`src/rtl/pulse_path_filter_pkg.sv`:
```
// Shared types for the pulse path filter: output value encoding, queue entry and depth.
package pulse_path_filter_pkg;

  localparam int         QDEPTH = 4;
  localparam logic [2:0] QFULL  = 3'(QDEPTH);

  typedef enum logic [1:0] {
    V0 = 2'd0,
    V1 = 2'd1,
    VX = 2'd2
  } val_t;

  typedef struct packed {
    val_t       value;
    logic [3:0] rem;
  } entry_t;

  function automatic logic [3:0] dec_sat(input logic [3:0] r);
    return (r == 4'd0) ? 4'd0 : r - 4'd1;
  endfunction

endpackage

```
`src/rtl/pulse_event_queue.sv`:
```
// Ordered 4-entry event queue; every stored countdown steps down once per cycle.
module pulse_event_queue
  import pulse_path_filter_pkg::*;
(
  input  logic                  clk,
  input  logic                  rst_n,
  input  logic                  pop_head,
  input  logic                  pop_tail,
  input  logic                  rewrite_tail,
  input  entry_t                tail_entry,
  input  logic                  push,
  input  entry_t                push_entry,
  output logic [2:0]            cnt,
  output entry_t [QDEPTH-1:0]   view
);

  entry_t [QDEPTH-1:0] ent;
  entry_t [QDEPTH-1:0] ent_nxt;
  logic   [2:0]        cnt_nxt;

  // view is the post-decrement image the classifier reasons about this cycle
  always_comb begin
    for (int i = 0; i < QDEPTH; i++) begin
      view[i]     = ent[i];
      view[i].rem = dec_sat(ent[i].rem);
    end
  end

  // NOTE: every variable gets a default first so no path leaves it unassigned (no latch).
  always_comb begin
    ent_nxt = view;
    cnt_nxt = cnt;
    if (pop_head) begin
      for (int i = 0; i < QDEPTH - 1; i++) ent_nxt[i] = ent_nxt[i+1];
      ent_nxt[QDEPTH-1] = '0;
      cnt_nxt = cnt_nxt - 3'd1;
    end
    if (pop_tail) cnt_nxt = cnt_nxt - 3'd1;
    if (rewrite_tail && cnt_nxt != 3'd0) ent_nxt[2'(cnt_nxt - 3'd1)] = tail_entry;
    if (push && cnt_nxt != QFULL) begin
      ent_nxt[2'(cnt_nxt)] = push_entry;
      cnt_nxt = cnt_nxt + 3'd1;
    end
  end

  // NOTE: the small entry store is reset along with the count so no stale entry survives reset.
  always_ff @(posedge clk or negedge rst_n) begin
    if (!rst_n) begin
      ent <= '0;
      cnt <= '0;
    end else begin
      // NOTE: sequential state uses non-blocking assignments only.
      ent <= ent_nxt;
      cnt <= cnt_nxt;
    end
  end

endmodule

```
`src/rtl/pulse_path_filter.sv`:
```
// Transport-delay path model with pulse rejection, X windows and cancelled-pulse handling.
module pulse_path_filter
  import pulse_path_filter_pkg::*;
#(
  parameter int RISE_DLY       = 2,
  parameter int FALL_DLY       = 3,
  parameter int REJECT_LIM     = 1,
  parameter int ERROR_LIM      = 2,
  parameter int SHOW_CANCELLED = 0
) (
  input  logic clk,
  input  logic rst_n,
  input  logic din,
  output logic dout,
  output logic dout_x,
  output logic ovf
);

  logic                din_q;
  logic [2:0]          cnt;
  entry_t [QDEPTH-1:0] view;
  logic                ev;
  logic                due;
  logic [3:0]          dly;
  logic [2:0]          rcnt;
  logic [3:0]          tail_rem;
  logic [3:0]          prev_rem;
  val_t                new_val;
  val_t                cur_val;
  val_t                restored;
  int                  w;
  logic                pop_tail;
  logic                rewrite_tail;
  logic                push;
  logic                ovf_set;
  entry_t              tail_entry;
  entry_t              push_entry;

  assign ev      = din ^ din_q;
  assign dly     = din ? 4'(RISE_DLY) : 4'(FALL_DLY);
  assign new_val = din ? V1 : V0;
  assign cur_val = dout_x ? VX : (dout ? V1 : V0);
  assign due     = (cnt != 3'd0) && (view[0].rem == 4'd0);

  // The head pops before the event is judged, so the tail index itself never moves.
  assign rcnt     = cnt - {2'b00, due};
  assign tail_rem = view[2'(cnt - 3'd1)].rem;
  assign prev_rem = (rcnt >= 3'd2) ? view[2'(cnt - 3'd2)].rem : 4'd0;
  assign restored = (rcnt >= 3'd2) ? view[2'(cnt - 3'd2)].value
                                   : (due ? view[0].value : cur_val);

  always_comb begin
    w            = int'(dly) - int'(tail_rem);
    pop_tail     = 1'b0;
    rewrite_tail = 1'b0;
    push         = 1'b0;
    ovf_set      = 1'b0;
    tail_entry   = '0;
    push_entry   = '{value: new_val, rem: dly};
    if (ev) begin
      if (rcnt == 3'd0) begin
        push = 1'b1;
      end else if (w < 0) begin
        if (SHOW_CANCELLED == 0) begin
          pop_tail = 1'b1;
        end else begin
          rewrite_tail = 1'b1;
          tail_entry   = '{value: VX, rem: (dly > prev_rem) ? dly : prev_rem};
          push_entry   = '{value: restored, rem: tail_rem};
          push         = 1'b1;
        end
      end else if (w == 0 || w < REJECT_LIM) begin
        pop_tail = 1'b1;
      end else if (w < ERROR_LIM) begin
        rewrite_tail = 1'b1;
        tail_entry   = '{value: VX, rem: tail_rem};
        push         = 1'b1;
      end else begin
        push = 1'b1;
      end
      // A full queue drops the whole event, tail rewrite included, so no X is left stranded.
      if (push && rcnt == QFULL) begin
        push         = 1'b0;
        rewrite_tail = 1'b0;
        ovf_set      = 1'b1;
      end
    end
  end

  pulse_event_queue u_queue (
    .clk          (clk),
    .rst_n        (rst_n),
    .pop_head     (due),
    .pop_tail     (pop_tail),
    .rewrite_tail (rewrite_tail),
    .tail_entry   (tail_entry),
    .push         (push),
    .push_entry   (push_entry),
    .cnt          (cnt),
    .view         (view)
  );

  always_ff @(posedge clk or negedge rst_n) begin
    if (!rst_n) begin
      din_q  <= 1'b0;
      dout   <= 1'b0;
      dout_x <= 1'b0;
      ovf    <= 1'b0;
    end else begin
      din_q <= din;
      if (ovf_set) ovf <= 1'b1;
      if (due) begin
        case (view[0].value)
          V0:      begin dout <= 1'b0; dout_x <= 1'b0; end
          V1:      begin dout <= 1'b1; dout_x <= 1'b0; end
          default: dout_x <= 1'b1;
        endcase
      end
    end
  end

endmodule

```
`config.mk`:
```
export PLATFORM = sky130hd
export DESIGN_NAME = pulse_path_filter
export DESIGN_NICKNAME = d
export VERILOG_FILES = /design/src/rtl/pulse_path_filter_pkg.sv /design/src/rtl/pulse_event_queue.sv /design/src/rtl/pulse_path_filter.sv
export SDC_FILE = /design/constraint.sdc
export NUM_CORES = 1
export LEC_CHECK = 0
export CORE_MARGIN = 2
export CORE_UTILIZATION = 25
export CTS_BUF_LIST = sky130_fd_sc_hd__clkbuf_16
export DETAILED_ROUTE_END_ITERATION = 12
export SYNTH_ARGS = -nofsm -noshare
export SYNTH_HDL_FRONTEND = slang
export SYNTH_SLANG_ARGS = --single-unit
```
`constraint.sdc`:
```
create_clock -name clk -period 5.37 [get_ports clk]
set_clock_uncertainty 0.05 [all_clocks]
set_input_delay 1.3425 -clock clk [delete_from_list [all_inputs] [get_ports clk]]
set_output_delay 1.3425 -clock clk [all_outputs]
set_load 0.05 [all_outputs]
```
Yosys cells after proc, flatten, opt, wreduce, memory -nomap -nowiden
Index checks and enable logic that the tools add are counted.
{"block": "op_classes", "addsub": 10, "mux": 45, "n_bitwise": 1, "reduce_logical": 20, "eq_ne": 3, "magnitude_cmp": 8}
{"operator": "2-to-1 mux 24 bit", "n": 3}
{"operator": "bitwise mux 24 bit", "n": 2}
{"operator": "2-to-1 mux 6 bit", "n": 7}
{"operator": "zero test 32 bit", "n": 1}
{"operator": "demux 6 bit (select 2 bit)", "n": 2}
{"operator": "2-to-1 mux 1 bit", "n": 21}
{"operator": "zero test 4 bit", "n": 5}
{"operator": "2-to-1 mux 4 bit", "n": 5}
{"operator": "subtractor 4 x 1 -> 4 bit, second input constant", "n": 4}
{"operator": "binary-select mux 6 bit (select 2 bit)", "n": 1}
{"operator": "less-than comparator 2 x 3 -> 1 bit, second input constant", "n": 3}
{"operator": "2-to-1 mux 3 bit", "n": 3}
{"operator": "logical AND 1 bit", "n": 6}
{"operator": "nonzero test 3 bit", "n": 2}
{"operator": "subtractor 3 x 1 -> 3 bit, second input constant", "n": 2}
{"operator": "less-than comparator 5 x 1 -> 1 bit, second input constant", "n": 1}
{"operator": "less-than comparator 5 x 2 -> 1 bit, second input constant", "n": 1}
{"operator": "less-than comparator 5 x 3 -> 1 bit, second input constant", "n": 1}
{"operator": "subtractor 2 x 4 -> 5 bit", "n": 1}
{"operator": "greater-or-equal comparator 2 x 1 -> 1 bit, second input constant", "n": 2}
{"operator": "adder 3 x 1 -> 3 bit, second input constant", "n": 1}
{"operator": "equality test 3 bit, second input constant", "n": 1}
{"operator": "zero test 3 bit", "n": 1}
{"operator": "!= test 3 bit, second input constant", "n": 1}
{"operator": "10 further kinds", "n": 10}
{"block": "word_totals", "word_cells": 100, "register_bits": 31}

Logic depth before layout (Yosys ltp)
Gate-level depths: netlist of the first run.
{"block": "depth", "depth_word": 21, "depth_mapped": 20, "ltp_nobuf": 19}

Modules after synthesis
Synthesis of the first run repeated with hierarchy kept, for this count alone.
{"block": "unflattened", "hier_cells": 273, "area_unflattened_um2": 2541.2}
{"mod": "pulse_event_queue", "area_each_um2": 2085.8, "instances": 1, "cells_each": 226}
{"mod": "pulse_path_filter", "area_each_um2": 455.4, "instances": 1, "cells_each": 47}

Worst setup path before layout of the first run
OpenSTA, ideal clock, no wires.
{"block": "synth_path", "path_kind": "register to register", "from": "reg u_queue.cnt[0]", "to": "reg u_queue.ent[8] in the netlist's numbering", "path_stages_with_launch": 17, "path_slack_ps": 1466, "arrival_ps": 3729, "setup_time_ps": 125, "path_buffers": 2, "required_ps": 5195, "cell_sequence": "dfrtp_1 > buf_2 > inv_1 > ha_1 > buf_4 > inv_1 > nor4_2 > or4_1 > ha_1 > nand3_2 > a21oi_4 > mux2i_1 > inv_1 > ha_1 > inv_1 > a211oi_1 > a2111oi_0"}
{"item": "start: declaration", "line_no": "pulse_event_queue.sv:13", "source": "output logic [2:0] cnt,"}
{"item": "start signal: assignment", "line_no": "pulse_event_queue.sv:54", "source": "cnt <= cnt_nxt;"}
{"item": "end signal: assignment", "line_no": "pulse_event_queue.sv:53", "source": "ent <= ent_nxt;"}
{"item": "end: declaration", "line_no": "pulse_event_queue.sv:17", "source": "entry_t [QDEPTH-1:0] ent;"}

==> flow_summary.ini, run 1 <==
[status]
status = finished clean

[layout]
antenna_cells = 0
area_growth_pct = 14.5
nNetsFinal = 306
finish.utilization_pct = 29.4
final_layout_size_suffix_gt1_share_pct = 13.9

[floorplan]
placementRows = 36
pin_count = 6
die_height_microns = 104
die_x_microns = 104
core_sq_mm = 0.00973
initial_core_util_pct = 25.7
die_area_sq_mm = 0.0108

[logic_synthesis]
synth-seq-cells = 31
synth_compound_area_share_pct = 21.9
synthTopCellsByArea = dfrtp_1 31%, ha_1 8.5%, nand2_1 4.5%
synth_warnings = 0
synth_top_family_by_area = simple AND/OR/NAND/NOR gates
syn_nets = 298
async_flop_share_pct = 100
synth_flop_cell = dfrtp_1
synth-xor-area-share_pct = 2.80
synth_top_area_share_pct = 31.0
synth_edf_count = 0
ys_seq_area_share_pct = 31.0
synthMuxAreaShare_pct = 5.65
avgSynthCellArea_sq_um = 9.00
ys_types = 71
synth-simple-area-share_pct = 25.9
netlist_instances = 278
synthAdderAreaFrac_pct = 8.50
synth_area_leader_cell = dfrtp_1
mappedNetlistArea_sq_mm = 0.00250

[setup_path]
cp-start-kind = flop
crit_family = compound AO/OA/AOI/OAI gates
rrSetupSlack_ns = 0.58
worst-r2r-cell-count = 14
cp.arrival_ns = 4.86
worstSetupPathType = flop to flop
path_cells = inv_1, ha_1, inv_1, nor4_1, or4_1, ha_1, nor2_1, a22o_2, a21oi_4, xnor2_1, ha_1, inv_1, a211oi_1, o31ai_1
max_stage_delay_ns = 0.58
endpoint_kind = flop
slowest_stage = a211oi_1
worstSetupStartpoint = u_queue.cnt[0]
r2r_start = u_queue.cnt[0]
crit_required_ns = 5.45
crit_buf_inv = 3
path_max_fanout = 10
r2r_end = u_queue.view[10]

[timing]
rsz0062_at_grt = false
setup_viol = 0
timing.final.crit_share_pct = 89.1
whs_ns = 0.434
relSlewSlack_pct = 52.8
hold_violations = 0
final.min_clock_period_ns = 4.79
slew_violations = 0
fin_tns_setup_ns = 0
max_freq_mhz = 209
worst_slew_pin_slew_ns = 0.703

[min_path]
min_path_type = flop to flop
hold_end = dout_x
whs_path_depth = 2
worstHoldStart = dout_x

[clocking]
cts-root-buf = clkbuf_16
cts_max_level = 2
cts.sinks = 31
path_clk_slew_ns = 0.05
insertion_delay_ns = 0.28
cts_buffer_depth = 2
cts_resized = 0
cts_buffers = 5
cts_tree = done
ctsHoldBuffers = 0
post_cts_buffers = 0

[route]
drt_iter0_drc = 150
vias = 2115
drc = 0
post_drt_wl_per_cell_microns = 15.2
postRouteAntennaNets = 0
viasPerCell = 5.04
drtPass1Iterations = 4
wl_microns = 6400

[global_routing]
grt_antenna_before_repair = 0
gr-total-overflow = 0
track_usage_pct = 12.3
grt_start_max_net_pins = 32
grt_pass1_vias = 2078
grt_pass1_wl_microns = 10700

[placed_design]
portBuffers = 5
gp_congestion = 0.844
dp_hpwl_microns = 4960

[run]
drv_cap = 0
==> cells by family after synthesis <==
group | count (synthesis)
AOI/OAI and AO/OA | 66
xor gates and xnor gates | 8
muxes | 12
and+or+nand+nor | 119
DFF | 31
buffers and inverters | 25
adders and majority gates | 17
==> cells in the final DEF, fill, tap and decap left out, types with 3 or more instances in the layout <==
| master | netlist | layout |
|---|---|---|
| dfrtp_1 | 31 | 31 |
| nor2_1 | 30 | 30 |
| nand2_1 | 30 | 30 |
| inv_1 | 17 | 17 |
| ha_1 | 17 | 17 |
| nor3_1 | 9 | 9 |
| o21ai_0 | 9 | 9 |
| nand2b_1 | 8 | 8 |
| nand3_1 | 8 | 8 |
| mux2i_1 | 7 | 7 |
| nor2b_1 | 7 | 7 |
| a21oi_1 | 7 | 7 |
| clkbuf_16 | 0 | 5 |
| clkdlybuf4s50_1 | 0 | 5 |
| nor3b_2 | 4 | 4 |
| nor4_1 | 4 | 4 |
| xor2_1 | 4 | 4 |
| xnor2_1 | 4 | 4 |
| a31oi_1 | 4 | 4 |
| mux2_2 | 3 | 3 |
| a21o_1 | 3 | 3 |
| o21ai_1 | 3 | 3 |
| o211ai_1 | 3 | 3 |
| a211oi_1 | 3 | 3 |
| and3_1 | 3 | 3 |
| a211o_1 | 3 | 3 |
| buf_4 | 1 | 3 |
==> cell type report <==
class	count	area, sq um
clock inverters	3	38.8
well taps	133	166
multi-input cells	222	1620
fillers	1068	6860
flip-flops and latches	31	776
clock buffers	5	125
repair buffers	8	72.6
inverters	18	68.8
==> state kept, by name (all words and copies together), names as in the netlist <==
register,cells
din_q,1
dout,1
dout_x,1
ovf,1
u_queue.cnt,3
u_queue.ent,16
u_queue.view,8
==> synthesized netlist by cell type, types with 2 or more instances <==
cell	n
a2111oi_0	2
a211o_1	3
a211oi_1	3
a21o_1	3
a21oi_1	7
a221oi_1	2
a31oi_1	4
a41o_1	2
and3_1	3
buf_2	2
clkbuf_1	2
dfrtp_1	31
ha_1	17
inv_1	17
mux2_2	3
mux2i_1	7
nand2_1	30
nand2_2	2
nand2b_1	8
nand3_1	8
nand4b_1	2
nor2_1	30
nor2b_1	7
nor3_1	9
nor3b_2	4
nor4_1	4
nor4_2	2
o211ai_1	3
o21a_1	2
o21ai_0	9
o21ai_1	3
o31ai_1	2
xnor2_1	4
xor2_1	4
==> per-stage QoR <==
| step | cell area (sq um) | setup WS [ns] | instances |
|---|---|---|---|
| 4_1_cts | 2870 | 0.570 | 420 |
| 6_report | 2870 | 0.583 | 420 |
| 3_5_place_dp | 2700 | 0.564 | 412 |
| 3_3_place_gp | 2700 | 0.794 | 412 |
| 5_1_grt | 2870 | 0.145 | 420 |
| 2_1_floorplan | 2500 | 1.47 | 278 |
==> worst register-to-register path: cells and delay by family, from the launching register on <==
family | cells | cell delay (ns)
AO/OA/AOI/OAI | 4 | 1.34
XOR/XNOR | 1 | 0.23
adder cells (fa/ha/maj) | 3 | 1.14
buffers and inverters | 3 | 0.56
flip-flops | 1 | 0.52
AND/OR/NAND/NOR | 3 | 0.82
==> worst max-delay path by stage <==
| stage | to | slack [ns] | depth (start not counted) |
|---|---|---|---|
| after floorplan | u_queue.ent[8] | 1.47 | 16 |
| after global placement | u_queue.ent[9] | 0.79 | 14 |
| after detailed placement | u_queue.view[10] | 0.56 | 14 |
| after CTS | u_queue.view[10] | 0.57 | 14 |
| after global routing | u_queue.view[10] | 0.15 | 15 |
| final | u_queue.view[10] | 0.58 | 14 |
==> layer usage <==
| metal | wire length [microns] | vias to the layer above | track usage [%] |
|---|---|---|---|
| met1 | 3020 | 1044 | 16.4 |
| met2 | 3120 | 40 | 20.5 |
| li1 | - | 1027 | - |
| met5 | 0 | - | 0 |
| met4 | 59 | 0 | 3.09 |
| met3 | 203 | 4 | 2.32 |
Power of run 1 is left out: the tool's default activity adds up to more than one toggle a clock period on the data nets, which glitch-free logic cannot reach.
==> run 2, diff against run 1 <==
--- a/config.mk
+++ b/config.mk
@@ -10,4 +10,5 @@
 export CTS_BUF_LIST = sky130_fd_sc_hd__clkbuf_16
 export DETAILED_ROUTE_END_ITERATION = 12
+export MAX_ROUTING_LAYER = met4
 export SYNTH_ARGS = -nofsm -noshare
 export SYNTH_HDL_FRONTEND = slang
==> constraint.sdc (replaced) <==
create_clock -name clk -period 5.37 [get_ports clk]
set_clock_uncertainty 0.05 [all_clocks]
set_input_delay 1.074 -clock clk [delete_from_list [all_inputs] [get_ports clk]]
set_output_delay 1.074 -clock clk [all_outputs]
set_load 0.05 [all_outputs]
==> run 2 against run 1 <==
Net effect:
- maximum frequency up 3.5%
- global-route usage up 0.22 points
- register-to-register slack better by 0.16 ns
- critical path type unchanged
- critical endpoint is now u_queue.ent[8]
- highest routed layer unchanged
==> flow_summary.ini, run 2 (same netlist as run 1, synthesis figures left out) <==
[status]
status = finished clean

[setup_path]
slowest_stage = nor4_1
path_cells = inv_1, ha_1, inv_1, nor4_1, or4_1, ha_1, nor2_1, a22o_2, a21oi_4, mux2i_1, inv_1, ha_1, inv_1, a211oi_1, a2111oi_0
path_max_fanout = 10
r2r_start = u_queue.cnt[0]
endpoint = u_queue.ent[8]
cp-start-kind = flop
crit_required_ns = 5.44
cp.arrival_ns = 4.70
worstSetupStartpoint = u_queue.cnt[0]
r2r_end = u_queue.ent[8]
worstSetupPathType = flop to flop
worst-r2r-cell-count = 15
cp_common_cell = inv_1
max_stage_delay_ns = 0.60
cp.depth = 15
crit_buf_inv = 4
crit_family = compound AO/OA/AOI/OAI gates
endpoint_kind = flop
rrSetupSlack_ns = 0.74

[route]
postRouteAntennaNets = 0
drtPass1Iterations = 4
drt_iter0_drc = 144
wl_microns = 6500
post_drt_wl_per_cell_microns = 15.5
viasPerCell = 5.15
drc = 0
vias = 2165

[timing]
final.min_clock_period_ns = 4.63
hold_violations = 0
setup_ws_ns = 0.744
setup_viol = 0
timing.final.crit_share_pct = 86.1
fin_tns_setup_ns = 0
max_freq_mhz = 216
rsz0062_at_grt = false
worst_slew_pin_slew_ns = 0.633
slew_violations = 0
relSlewSlack_pct = 57.4

[clocking]
cts.sinks = 31
post_cts_buffers = 0
ctsHoldBuffers = 0
cts_buffers = 5
path_clk_slew_ns = 0.06
cts_tree = done
cts-root-buf = clkbuf_16
cts_buffer_depth = 2
insertion_delay_ns = 0.28
cts_resized = 0
cts_max_level = 2

[layout]
largest_register_ffs = 16
final_layout_size_suffix_gt1_share_pct = 13.9
regArea_sq_um = 776
antenna_cells = 0
layout_commonest_cell = dfrtp_1
top_register = u_queue.ent
multiInputGateArea_sq_mm = 0.00162
area_growth_pct = 13.6
nNetsFinal = 307
final_cell_mix = 31 x dfrtp_1, 30 x nor2_1, 30 x nand2_1, 17 x inv_1, 17 x ha_1
final.fill_count = 1052

[run]
drv_cap = 0

[floorplan]
die_area_sq_mm = 0.0108
die_x_microns = 104
initial_core_util_pct = 25.7
die_height_microns = 104
pin_count = 6
core_sq_mm = 0.00973
placementRows = 36

[placed_design]
portBuffers = 5
dp_hpwl_microns = 4970
dp_slack_ns = 0.904
gp_congestion = 0.901

[global_routing]
grt_antenna_before_repair = 0
gr-total-overflow = 0
track_usage_pct = 12.5
grt_pass1_vias = 2194
grt_start_max_net_pins = 32
grt_pass1_wl_microns = 10800

[min_path]
min_path_type = flop to flop
## run 2: cell count changes in the layout (fill, tap and decap cells not counted), sizes merged
cell    before  now
buf          3    4
bufinv       1    0
## run 2: per-stage QoR
stage	util [%]	instance area, sq um	hold slack [ns]	std cells
6_report	29.2	2840	0.422	420
3_5_place_dp	27.8	2710	0.413	413
4_1_cts	29.2	2840	0.426	420
2_1_floorplan	-	2500	0.411	278
3_3_place_gp	27.8	2710	0.413	413
5_1_grt	29.2	2840	0.455	420
## run 2: layout make-up
cell class	instances	share of cell area (%)
clock buffer	5	4.40
clock inverter	2	0.308
inverter	18	2.42
multi-input combinational	222	56.9
sequential	31	27.3
tap	133	5.85
timing repair buffer	9	2.82
## run 2: worst min-delay path by stage
stage,cells after the start,start,slack (ns),endpoint
after global placement,2,dout_x,0.41,dout_x
final,2,dout_x,0.42,dout_x
after global routing,2,dout_x,0.45,dout_x
after detailed placement,2,dout_x,0.41,dout_x
after floorplan,2,u_queue.view[5],0.41,dout_x
after CTS,2,dout_x,0.43,dout_x
## run 2: tightest hold or removal path, stage by stage (launching register included)
cell	delay [ns]
dfrtp_1	0.34
nand2_1	0.05
nand2_1	0.05
## run 2: metal layers
layer  vias up  wire length (microns)  part of all wire [%]  global-route usage, %
li1       1030                      -                     -                      -
met1      1069                   3060                    47                   15.5
met2        47                   3080                    47                   20.5
met3        19                    158                   2.4                   1.69
met4         0                    207                   3.2                   5.31
met5         -                      0                     0                      -
Power of run 2 is left out for the same reason.
==> run 3, diff against run 2 <==
- CORE_UTILIZATION: 25 -> 55
- DONT_BUFFER_PORTS: unset -> 1
- PLACE_DENSITY: unset -> 0.7
- REMOVE_ABC_BUFFERS: unset -> 1
==> run 3 against run 2 <==
Net effect:
- cell count is 21% lower
- hold slack improved by 0.016 ns
- die area is 53% lower
- via count is 2.8% lower
- critical endpoint unchanged
==> flow_summary.ini, run 3 (same netlist as run 1, synthesis figures left out) <==
[route]
drtPass1Iterations = 4
drt_iter0_drc = 147
viasPerCell = 6.32
vias = 2104
drc = 0
postRouteAntennaNets = 0
wl_microns = 6130
post_drt_wl_per_cell_microns = 18.4

[setup_path]
endpoint_kind = flop
cp.arrival_ns = 4.54
crit_required_ns = 5.43
path_max_fanout = 16
worstSetupPathType = flop to flop
r2r_start = u_queue.ent[0]
cp-start-kind = flop
worstSetupStartpoint = u_queue.ent[0]

[timing]
fin_tns_setup_ns = 0
slew_violations = 0
final.min_clock_period_ns = 4.47
max_freq_mhz = 224
worst_slew_pin_slew_ns = 0.683
relSlewSlack_pct = 54.1
rsz0062_at_grt = false
setup_viol = 0
timing.final.crit_share_pct = 83.3
hold_violations = 0

[floorplan]
die_x_microns = 71.5
die_height_microns = 71.5
core_sq_mm = 0.00435
pin_count = 6
placementRows = 24
die_area_sq_mm = 0.00511
initial_core_util_pct = 57.5

[layout]
nNetsFinal = 300
area_growth_pct = 8.15
layout_commonest_cell = dfrtp_1
antenna_cells = 0
largest_register_ffs = 16
final_cell_mix = 31 x dfrtp_1, 30 x nor2_1, 30 x nand2_1, 17 x inv_1, 17 x ha_1
final_layout_size_suffix_gt1_share_pct = 13.9
top_register = u_queue.ent
final.fill_count = 372

[clocking]
cts_tree = done
cts_buffer_depth = 2
cts-root-buf = clkbuf_16
cts_buffers = 5
cts_max_level = 2
cts_resized = 0
ctsHoldBuffers = 0
post_cts_buffers = 0
cts.sinks = 31
insertion_delay_ns = 0.28
path_clk_slew_ns = 0.05

[placed_design]
portBuffers = 0
gp_congestion = 0.916
dp_hpwl_microns = 4670

[global_routing]
grt_start_max_net_pins = 32
grt_pass1_wl_microns = 10100
gr-total-overflow = 0
grt_antenna_before_repair = 0
grt_pass1_vias = 2054
track_usage_pct = 26.9

[status]
status = finished clean

[run]
drv_cap = 0

[min_path]
min_path_type = input pin to async pin
## run 3: layout make-up
| class | instances | area, sq um | area share, % |
|---|---|---|---|
| multi-input combinational | 222 | 1620 | 59.8 |
| sequential | 31 | 776 | 28.7 |
| timing repair buffer | 2 | 15.0 | 0.555 |
| tap | 52 | 65.1 | 2.40 |
| inverter | 18 | 68.8 | 2.54 |
| clock inverter | 3 | 38.8 | 1.43 |
| clock buffer | 5 | 125 | 4.62 |
## run 3: worst max-delay path, cell delays in order, from the launching register on
cell and delay (ns):
dfrtp_1 0.42, inv_1 0.09, ha_1 0.21, nand2b_1 0.18, a41oi_2 0.30, nor2_1 0.11, nand2_2 0.29, clkinv_2 0.13
ha_1 0.48, nor2b_1 0.22, nand2_1 0.07, nand2_1 0.24, a21oi_4 0.10, xnor2_1 0.27, ha_1 0.35, inv_1 0.12
a211oi_1 0.52, a2111oi_0 0.16
## run 3: stage by stage
step	cells	instance area [sq um]	hold slack [ns]	setup WS, ns	utilization, %
floorplan	271	2460	0.411	1.38	-
global route	333	2710	0.432	0.459	62.2
global placement	325	2540	0.439	1.01	58.4
detailed placement	325	2540	0.440	0.976	58.4
CTS	333	2710	0.440	0.953	62.2
finish	333	2710	0.438	0.897	62.2
## run 3: layer usage
layer / track usage [%] / part of all wire [%] / vias to the layer above
li1: - / - / 1023
met2: 43.2 / 49 / 54
met5: - / 0 / -
met1: 34.0 / 45 / 1018
met4: 9.64 / 1.9 / 0
met3: 5.20 / 4.6 / 9
## run 3: path summary, 6_finish.rpt
path | end | slack (ns) | depth (start not counted)
setup / recovery | u_queue.ent[8] | 0.90 | 17
hold / removal | u_queue.cnt[2] | 0.44 | 0
setup reg to reg | u_queue.ent[8] | 0.90 | 17
hold reg to reg | dout_x | 0.45 | 2
max in group asynchronous | u_queue.ent[8] | 4.74 | 0
min in group clk | dout_x | 0.45 | 2
Power of run 3 is left out for the same reason.
